### config.mk
export PLATFORM = sky130hd
export DESIGN_NAME = imm_gen_pipe
export DESIGN_NICKNAME = d
export VERILOG_FILES = /design/src/rtl/imm_gen_pkg.sv /design/src/rtl/imm_decode.sv /design/src/rtl/imm_gen_pipe.sv
export SDC_FILE = /design/constraint.sdc
export NUM_CORES = 1
export LEC_CHECK = 0
export ABC_AREA = 1
export CORE_MARGIN = 5
export CORE_UTILIZATION = 50
export CTS_BUF_LIST = sky130_fd_sc_hd__clkbuf_16
export DETAILED_ROUTE_END_ITERATION = 10
export GPL_TIMING_DRIVEN = 0
export HOLD_SLACK_MARGIN = 0.1
export PLACE_DENSITY = 0.8
export SYNTH_ARGS = -nofsm -noshare
export SYNTH_HDL_FRONTEND = slang
export SYNTH_SLANG_ARGS = --single-unit
### constraint.sdc
create_clock -name clk_i -period 3.1 [get_ports clk_i]
set_input_delay 0.62 -clock clk_i [delete_from_list [all_inputs] [get_ports clk_i]]
set_output_delay 0.62 -clock clk_i [all_outputs]
set_load 0.02 [all_outputs]
### src/rtl/imm_gen_pkg.sv
// ------------------------------------------------------------------
// imm_gen_pkg : opcodes, format codes and state encoding.  Rev 1.0
// ------------------------------------------------------------------
`default_nettype none

package imm_gen_pkg;

  localparam logic [6:0] OP_IMM    = 7'b0010011;
  localparam logic [6:0] OP_LOAD   = 7'b0000011;
  localparam logic [6:0] OP_JALR   = 7'b1100111;
  localparam logic [6:0] OP_IMM32  = 7'b0011011;
  localparam logic [6:0] OP_STORE  = 7'b0100011;
  localparam logic [6:0] OP_BRANCH = 7'b1100011;
  localparam logic [6:0] OP_LUI    = 7'b0110111;
  localparam logic [6:0] OP_AUIPC  = 7'b0010111;
  localparam logic [6:0] OP_JAL    = 7'b1101111;
  localparam logic [6:0] OP_OP     = 7'b0110011;
  localparam logic [6:0] OP_OP32   = 7'b0111011;
  localparam logic [6:0] OP_FENCE  = 7'b0001111;
  localparam logic [6:0] OP_SYSTEM = 7'b1110011;

  localparam logic [2:0] FMT_NONE = 3'd0;
  localparam logic [2:0] FMT_I    = 3'd1;
  localparam logic [2:0] FMT_S    = 3'd2;
  localparam logic [2:0] FMT_B    = 3'd3;
  localparam logic [2:0] FMT_U    = 3'd4;
  localparam logic [2:0] FMT_J    = 3'd5;

  localparam logic [1:0] ST_EMPTY = 2'd0;
  localparam logic [1:0] ST_ONE   = 2'd1;
  localparam logic [1:0] ST_TWO   = 2'd2;

endpackage

`default_nettype wire

### src/rtl/imm_decode.sv
// ------------------------------------------------------------------
// imm_decode : combinational RV32I/RV64I immediate decoder.
// Optional: IMM_GEN_ILLEGAL_EN adds illegal_o.  Rev 1.0
// ------------------------------------------------------------------
`default_nettype none

module imm_decode
  import imm_gen_pkg::*;
#(
  parameter int XLEN      = 64,
  parameter int BJ_SCALED = 1
) (
  input  logic [31:0]     instr_i,
  output logic [XLEN-1:0] imm_o,
  output logic [2:0]      fmt_o
`ifdef IMM_GEN_ILLEGAL_EN
  ,
  output logic            illegal_o
`endif
);

  logic [31:0] w_imm32;
  logic        w_s;

  assign w_s = instr_i[31];

  always_comb begin
    w_imm32 = '0;
    fmt_o   = FMT_NONE;
    case (instr_i[6:0])
      OP_IMM, OP_LOAD, OP_JALR, OP_IMM32: begin
        w_imm32 = {{20{w_s}}, instr_i[31:20]};
        fmt_o   = FMT_I;
      end
      OP_STORE: begin
        w_imm32 = {{20{w_s}}, instr_i[31:25], instr_i[11:7]};
        fmt_o   = FMT_S;
      end
      OP_BRANCH: begin
        if (BJ_SCALED != 0)
          w_imm32 = {{19{w_s}}, w_s, instr_i[7], instr_i[30:25], instr_i[11:8], 1'b0};
        else
          w_imm32 = {{20{w_s}}, w_s, instr_i[7], instr_i[30:25], instr_i[11:8]};
        fmt_o = FMT_B;
      end
      OP_LUI, OP_AUIPC: begin
        w_imm32 = {instr_i[31:12], 12'b0};
        fmt_o   = FMT_U;
      end
      OP_JAL: begin
        if (BJ_SCALED != 0)
          w_imm32 = {{11{w_s}}, w_s, instr_i[19:12], instr_i[20], instr_i[30:21], 1'b0};
        else
          w_imm32 = {{12{w_s}}, w_s, instr_i[19:12], instr_i[20], instr_i[30:21]};
        fmt_o = FMT_J;
      end
      default: begin
        w_imm32 = '0;
        fmt_o   = FMT_NONE;
      end
    endcase
  end

  // Every format fits in 32 bits; only wider XLEN needs further extension.
  if (XLEN > 32) begin : g_sext
    assign imm_o = {{(XLEN-32){w_imm32[31]}}, w_imm32};
  end else begin : g_nosext
    assign imm_o = w_imm32[XLEN-1:0];
  end

`ifdef IMM_GEN_ILLEGAL_EN
  logic w_known;

  always_comb begin
    w_known = 1'b0;
    case (instr_i[6:0])
      OP_IMM, OP_LOAD, OP_JALR, OP_IMM32, OP_STORE, OP_BRANCH,
      OP_LUI, OP_AUIPC, OP_JAL, OP_OP, OP_OP32, OP_FENCE, OP_SYSTEM:
        w_known = 1'b1;
      default: w_known = 1'b0;
    endcase
  end

  assign illegal_o = !w_known || (instr_i[1:0] != 2'b11);
`endif

endmodule

`default_nettype wire

### src/rtl/imm_gen_pipe.sv
// ------------------------------------------------------------------
// imm_gen_pipe : registered immediate generator with 2-entry skid buffer.
// Optional: IMM_GEN_ILLEGAL_EN adds illegal_o.  Rev 1.0
// ------------------------------------------------------------------
`default_nettype none

module imm_gen_pipe
  import imm_gen_pkg::*;
#(
  parameter int XLEN      = 64,
  parameter int BJ_SCALED = 1
) (
  input  logic            clk_i,
  input  logic            rst_i,
  input  logic            flush_i,
  input  logic            in_valid_i,
  output logic            in_ready_o,
  input  logic [31:0]     instr_i,
  output logic            out_valid_o,
  input  logic            out_ready_i,
  output logic [XLEN-1:0] imm_o,
  output logic [2:0]      fmt_o
`ifdef IMM_GEN_ILLEGAL_EN
  ,
  output logic            illegal_o
`endif
);

  logic [1:0]      state_q, state_d;
  logic [XLEN-1:0] main_imm_q, main_imm_d, skid_imm_q, skid_imm_d;
  logic [2:0]      main_fmt_q, main_fmt_d, skid_fmt_q, skid_fmt_d;

  logic [XLEN-1:0] w_dec_imm;
  logic [2:0]      w_dec_fmt;
  logic            w_accept, w_xfer;
  logic            w_load_main_dec, w_load_main_skid, w_load_skid;

`ifdef IMM_GEN_ILLEGAL_EN
  logic w_dec_ill;
  logic main_ill_q, main_ill_d, skid_ill_q, skid_ill_d;
`endif

  imm_decode #(
    .XLEN      (XLEN),
    .BJ_SCALED (BJ_SCALED)
  ) u_decode (
    .instr_i   (instr_i),
    .imm_o     (w_dec_imm),
    .fmt_o     (w_dec_fmt)
`ifdef IMM_GEN_ILLEGAL_EN
    ,
    .illegal_o (w_dec_ill)
`endif
  );

  // Ready depends only on local state, never on out_ready_i.
  assign in_ready_o  = (state_q != ST_TWO);
  assign out_valid_o = (state_q != ST_EMPTY);
  assign imm_o       = main_imm_q;
  assign fmt_o       = main_fmt_q;

  assign w_accept = in_valid_i && in_ready_o;
  assign w_xfer   = out_valid_o && out_ready_i;

  assign w_load_main_dec  = !flush_i && w_accept &&
                            ((state_q == ST_EMPTY) || ((state_q == ST_ONE) && w_xfer));
  assign w_load_skid      = !flush_i && w_accept && (state_q == ST_ONE) && !w_xfer;
  assign w_load_main_skid = !flush_i && (state_q == ST_TWO) && w_xfer;

  always_comb begin
    state_d = state_q;
    if (flush_i) begin
      state_d = ST_EMPTY;
    end else begin
      case (state_q)
        ST_EMPTY: if (w_accept) state_d = ST_ONE;
        ST_ONE: begin
          if (w_accept && !w_xfer)      state_d = ST_TWO;
          else if (!w_accept && w_xfer) state_d = ST_EMPTY;
        end
        ST_TWO:   if (w_xfer) state_d = ST_ONE;
        default:  state_d = ST_EMPTY;
      endcase
    end
  end

  always_comb begin
    main_imm_d = main_imm_q;
    main_fmt_d = main_fmt_q;
    skid_imm_d = skid_imm_q;
    skid_fmt_d = skid_fmt_q;
    if (flush_i) begin
      main_imm_d = '0;
      main_fmt_d = FMT_NONE;
    end else if (w_load_main_dec) begin
      main_imm_d = w_dec_imm;
      main_fmt_d = w_dec_fmt;
    end else if (w_load_main_skid) begin
      main_imm_d = skid_imm_q;
      main_fmt_d = skid_fmt_q;
    end
    if (w_load_skid) begin
      skid_imm_d = w_dec_imm;
      skid_fmt_d = w_dec_fmt;
    end
  end

  always_ff @(posedge clk_i or posedge rst_i) begin
    if (rst_i) begin
      state_q    <= ST_EMPTY;
      main_imm_q <= '0;
      main_fmt_q <= FMT_NONE;
      skid_imm_q <= '0;
      skid_fmt_q <= FMT_NONE;
    end else begin
      state_q    <= state_d;
      main_imm_q <= main_imm_d;
      main_fmt_q <= main_fmt_d;
      skid_imm_q <= skid_imm_d;
      skid_fmt_q <= skid_fmt_d;
    end
  end

`ifdef IMM_GEN_ILLEGAL_EN
  always_comb begin
    main_ill_d = main_ill_q;
    skid_ill_d = skid_ill_q;
    if (flush_i)               main_ill_d = 1'b0;
    else if (w_load_main_dec)  main_ill_d = w_dec_ill;
    else if (w_load_main_skid) main_ill_d = skid_ill_q;
    if (w_load_skid)           skid_ill_d = w_dec_ill;
  end

  always_ff @(posedge clk_i or posedge rst_i) begin
    if (rst_i) begin
      main_ill_q <= 1'b0;
      skid_ill_q <= 1'b0;
    end else begin
      main_ill_q <= main_ill_d;
      skid_ill_q <= skid_ill_d;
    end
  end

  assign illegal_o = main_ill_q;
`endif

endmodule

`default_nettype wire

==> metrics <==
post-CTS setup buffer count=0; global route total overflow=0; area delta synth->final=32.65%; pwr/cell area=612.6 nW/µm²; die area=about 11000 µm²; Clock Skews=around 0.0032 ns; Rel. slew slack=39.70%; Top Metal Used=met4; largest net degree at the start of global routing=73; TritonCTS Buffers=9; register area share after synthesis=about 39%; max cap viols=0; RSZ-0062 raised after global routing=false; VDD IR max=~410 µV; number of synthesized flops with an enable pin=0; io pins=around 110; PnR worst setup slack=between 0.3 and 0.4 ns; gpl congestion=0.8909; Yosys top cell area share=roughly two fifths; post-synthesis cell type count=28; crit-path max FO=34; Top FF cell, synth=dfrtp_1; Core Region=9109 µm²; post-detail-place hpwl=between 9000 and 10000 µm; pre-CTS setup slack=around 0.7 ns; slowest stage cell, crit path=dfrtp_1; layout cells sized above 1=between 10% and 20%; syn_nets=between 600 and 700; leading cell type in the layout, fill and taps excluded=nand2_1; Total GRT Usage=between 20% and 30%; leak pwr=a little over 3 nW; final hold violations=0; cell taking the most area after synthesis=dfrtp_1; Post-DRT Antenna Nets=0; Yosys warning count=0; critical path class=flop to primary output; fin nets=805; met2 wire len=approximately 6200 µm; DR WL met3=920 µm; PortBufs=~110; Post-Syn Instances=roughly 650; Crit path arrival time=2.10 ns; Sink Count=72; Mapped Area=roughly 4600 µm²; CP startpoint kind=flop; WL final=12510 µm; fmax=about 370 MHz; Tcrit/Tclk final=between 80% and 90%; worst-path cell chain=buf_4 > clkdlybuf4s50_1; Placed Area=between 5000 and 6000 µm²; global-route wire length before repair=a little over 20000 µm; Die H=105.9 µm; Fillers=769; M1 WL=5272 µm; DR vias/cell=between 5 and 6; drt wl/cell=between 10 and 15 µm; setup violators final=0; post-layout min period=2.720 ns; initial core utilization=between 50% and 60%; DRT iter0 DRCs=274; worst hold path type=flop to flop; Power, Total=approximately 3.7 mW; ys async rst share=100.0%; root buf cell=clkbuf_16; H-tree lvl count=3; main area contributors after synthesis=dfrtp_1 (39%), nand2_1 (18%), nand3_1 (9.1%); clock-pin transition on the worst setup and hold timing paths=approximately 0.06 ns; later-pin clock latency in the skew report=0.33 ns; post_cts resized=0; Yosys reg bits=slightly above 70; most frequent cells in the layout=nand2_1 (220), clkdlybuf4s50_1 (105), nand3_1 (84), dfrtp_1 (72), inv_1 (55); Final Instance Area=6105 µm²; cell family with most CP delay=flip-flops; max-slew violation count=0; Die X=between 100 and 150 µm; Vias=4566; hold_buf cts=0; 1st-pass router iterations=6; clk buf depth=2; outcome=complete, no violations; FP Rows=35; Avg Cell Area, Syn=slightly above 7 µm²; Crit. End Element=primary output; initial antenna violation count=0; Remaining DRCs=0; n_diodes=0; vias in the first global route=4385; CTS tree=built; Slew @ Worst Pin=0.9045 ns; Worst EP required=between 2 and 2.5 ns; CP max stage delay=about 0.9 ns; WP buf/inv=2
## area by class of cell
| cell class | count | area (µm²) | share of cell area [%] |
|---|---|---|---|
| Buffer | 67 | 457.9 | 7.502 |
| Clock buffer | 9 | 225.2 | 3.689 |
| Clock inverter | 7 | 85.08 | 1.394 |
| Inverter | 60 | 227.7 | 3.730 |
| Multi-Input combinational cell | 452 | 2117 | 34.68 |
| Sequential cell | 72 | 1802 | 29.51 |
| Tap cell | 111 | 138.9 | 2.275 |
| Timing Repair Buffer | 105 | 1051 | 17.22 |
## metrics by stage
stage	utilization (%)	cells	TNS, ns	hold WS, ns
global route	67.02	883	0	0.4904
global placement	63.59	867	-37.44	0.4608
floorplan	-	651	0	0.4752
detailed placement	63.61	867	0	0.4638
CTS	67.02	883	0	0.4795
finish	67.02	883	0	0.4753
## final timing paths
path,cells past startpoint,to,slack (ns),start
min reg2reg,2,imm_o[4],0.48,imm_o[4]
min in group asynchronous,2,imm_o[19],0.84,rst_i
min,2,imm_o[4],0.48,imm_o[4]
max in group asynchronous,2,imm_o[5],1.68,rst_i
max reg2reg,5,skid_imm_q[9],1.42,state_q[1]
max,2,imm_o[38],0.38,imm_o[62]
## Yosys cell counts, drive strengths merged, types with 4 or more instances
cell,n
nand2,226
dfrtp,72
inv,60
nand3,86
o21ai,37
a21oi,33
buf,63
nor2,57
clkbuf,4
a31oi,6
## report_power, final
group / leakage, nW / total, mW / switching [mW] / internal [mW]
Sequential: 0.935 / 1.31 / 0.121 / 1.19
Clock: 0.152 / 1.09 / 0.396 / 0.697
Combinational: 2.02 / 1.34 / 0.707 / 0.633
## cells by family after synthesis
logic type	Yosys count	share of synthesized area (%)
mux	2	0.4622
fa+ha+maj	1	0.2718
buf+inv	127	14.84
simple gates	371	34.26
compound gates	78	11.01
flops	72	39.15
## flip-flops by register name, indices dropped and copies added, names as in the netlist
| signal | cells |
|---|---|
| skid_imm_q | 32 |
| state_q | 2 |
| skid_fmt_q | 3 |
| fmt_o | 3 |
| imm_o | 32 |
## per-layer routing
layer | vias up | track usage, %
li1 | 2253 | -
met1 | 2101 | 28.93
met2 | 197 | 38.80
met3 | 15 | 4.736
met4 | 0 | 6.475
met5 | - | 0
## worst register-to-register path: stages (launching register included)
cell and delay, ns:
dfrtp_1 0.44, nor2_4 0.18, nand2_1 0.08, nor2_2 0.25, clkbuf_1 0.42, o21ai_0 0.16
Note: power is estimated with default switching activity, not from simulation.
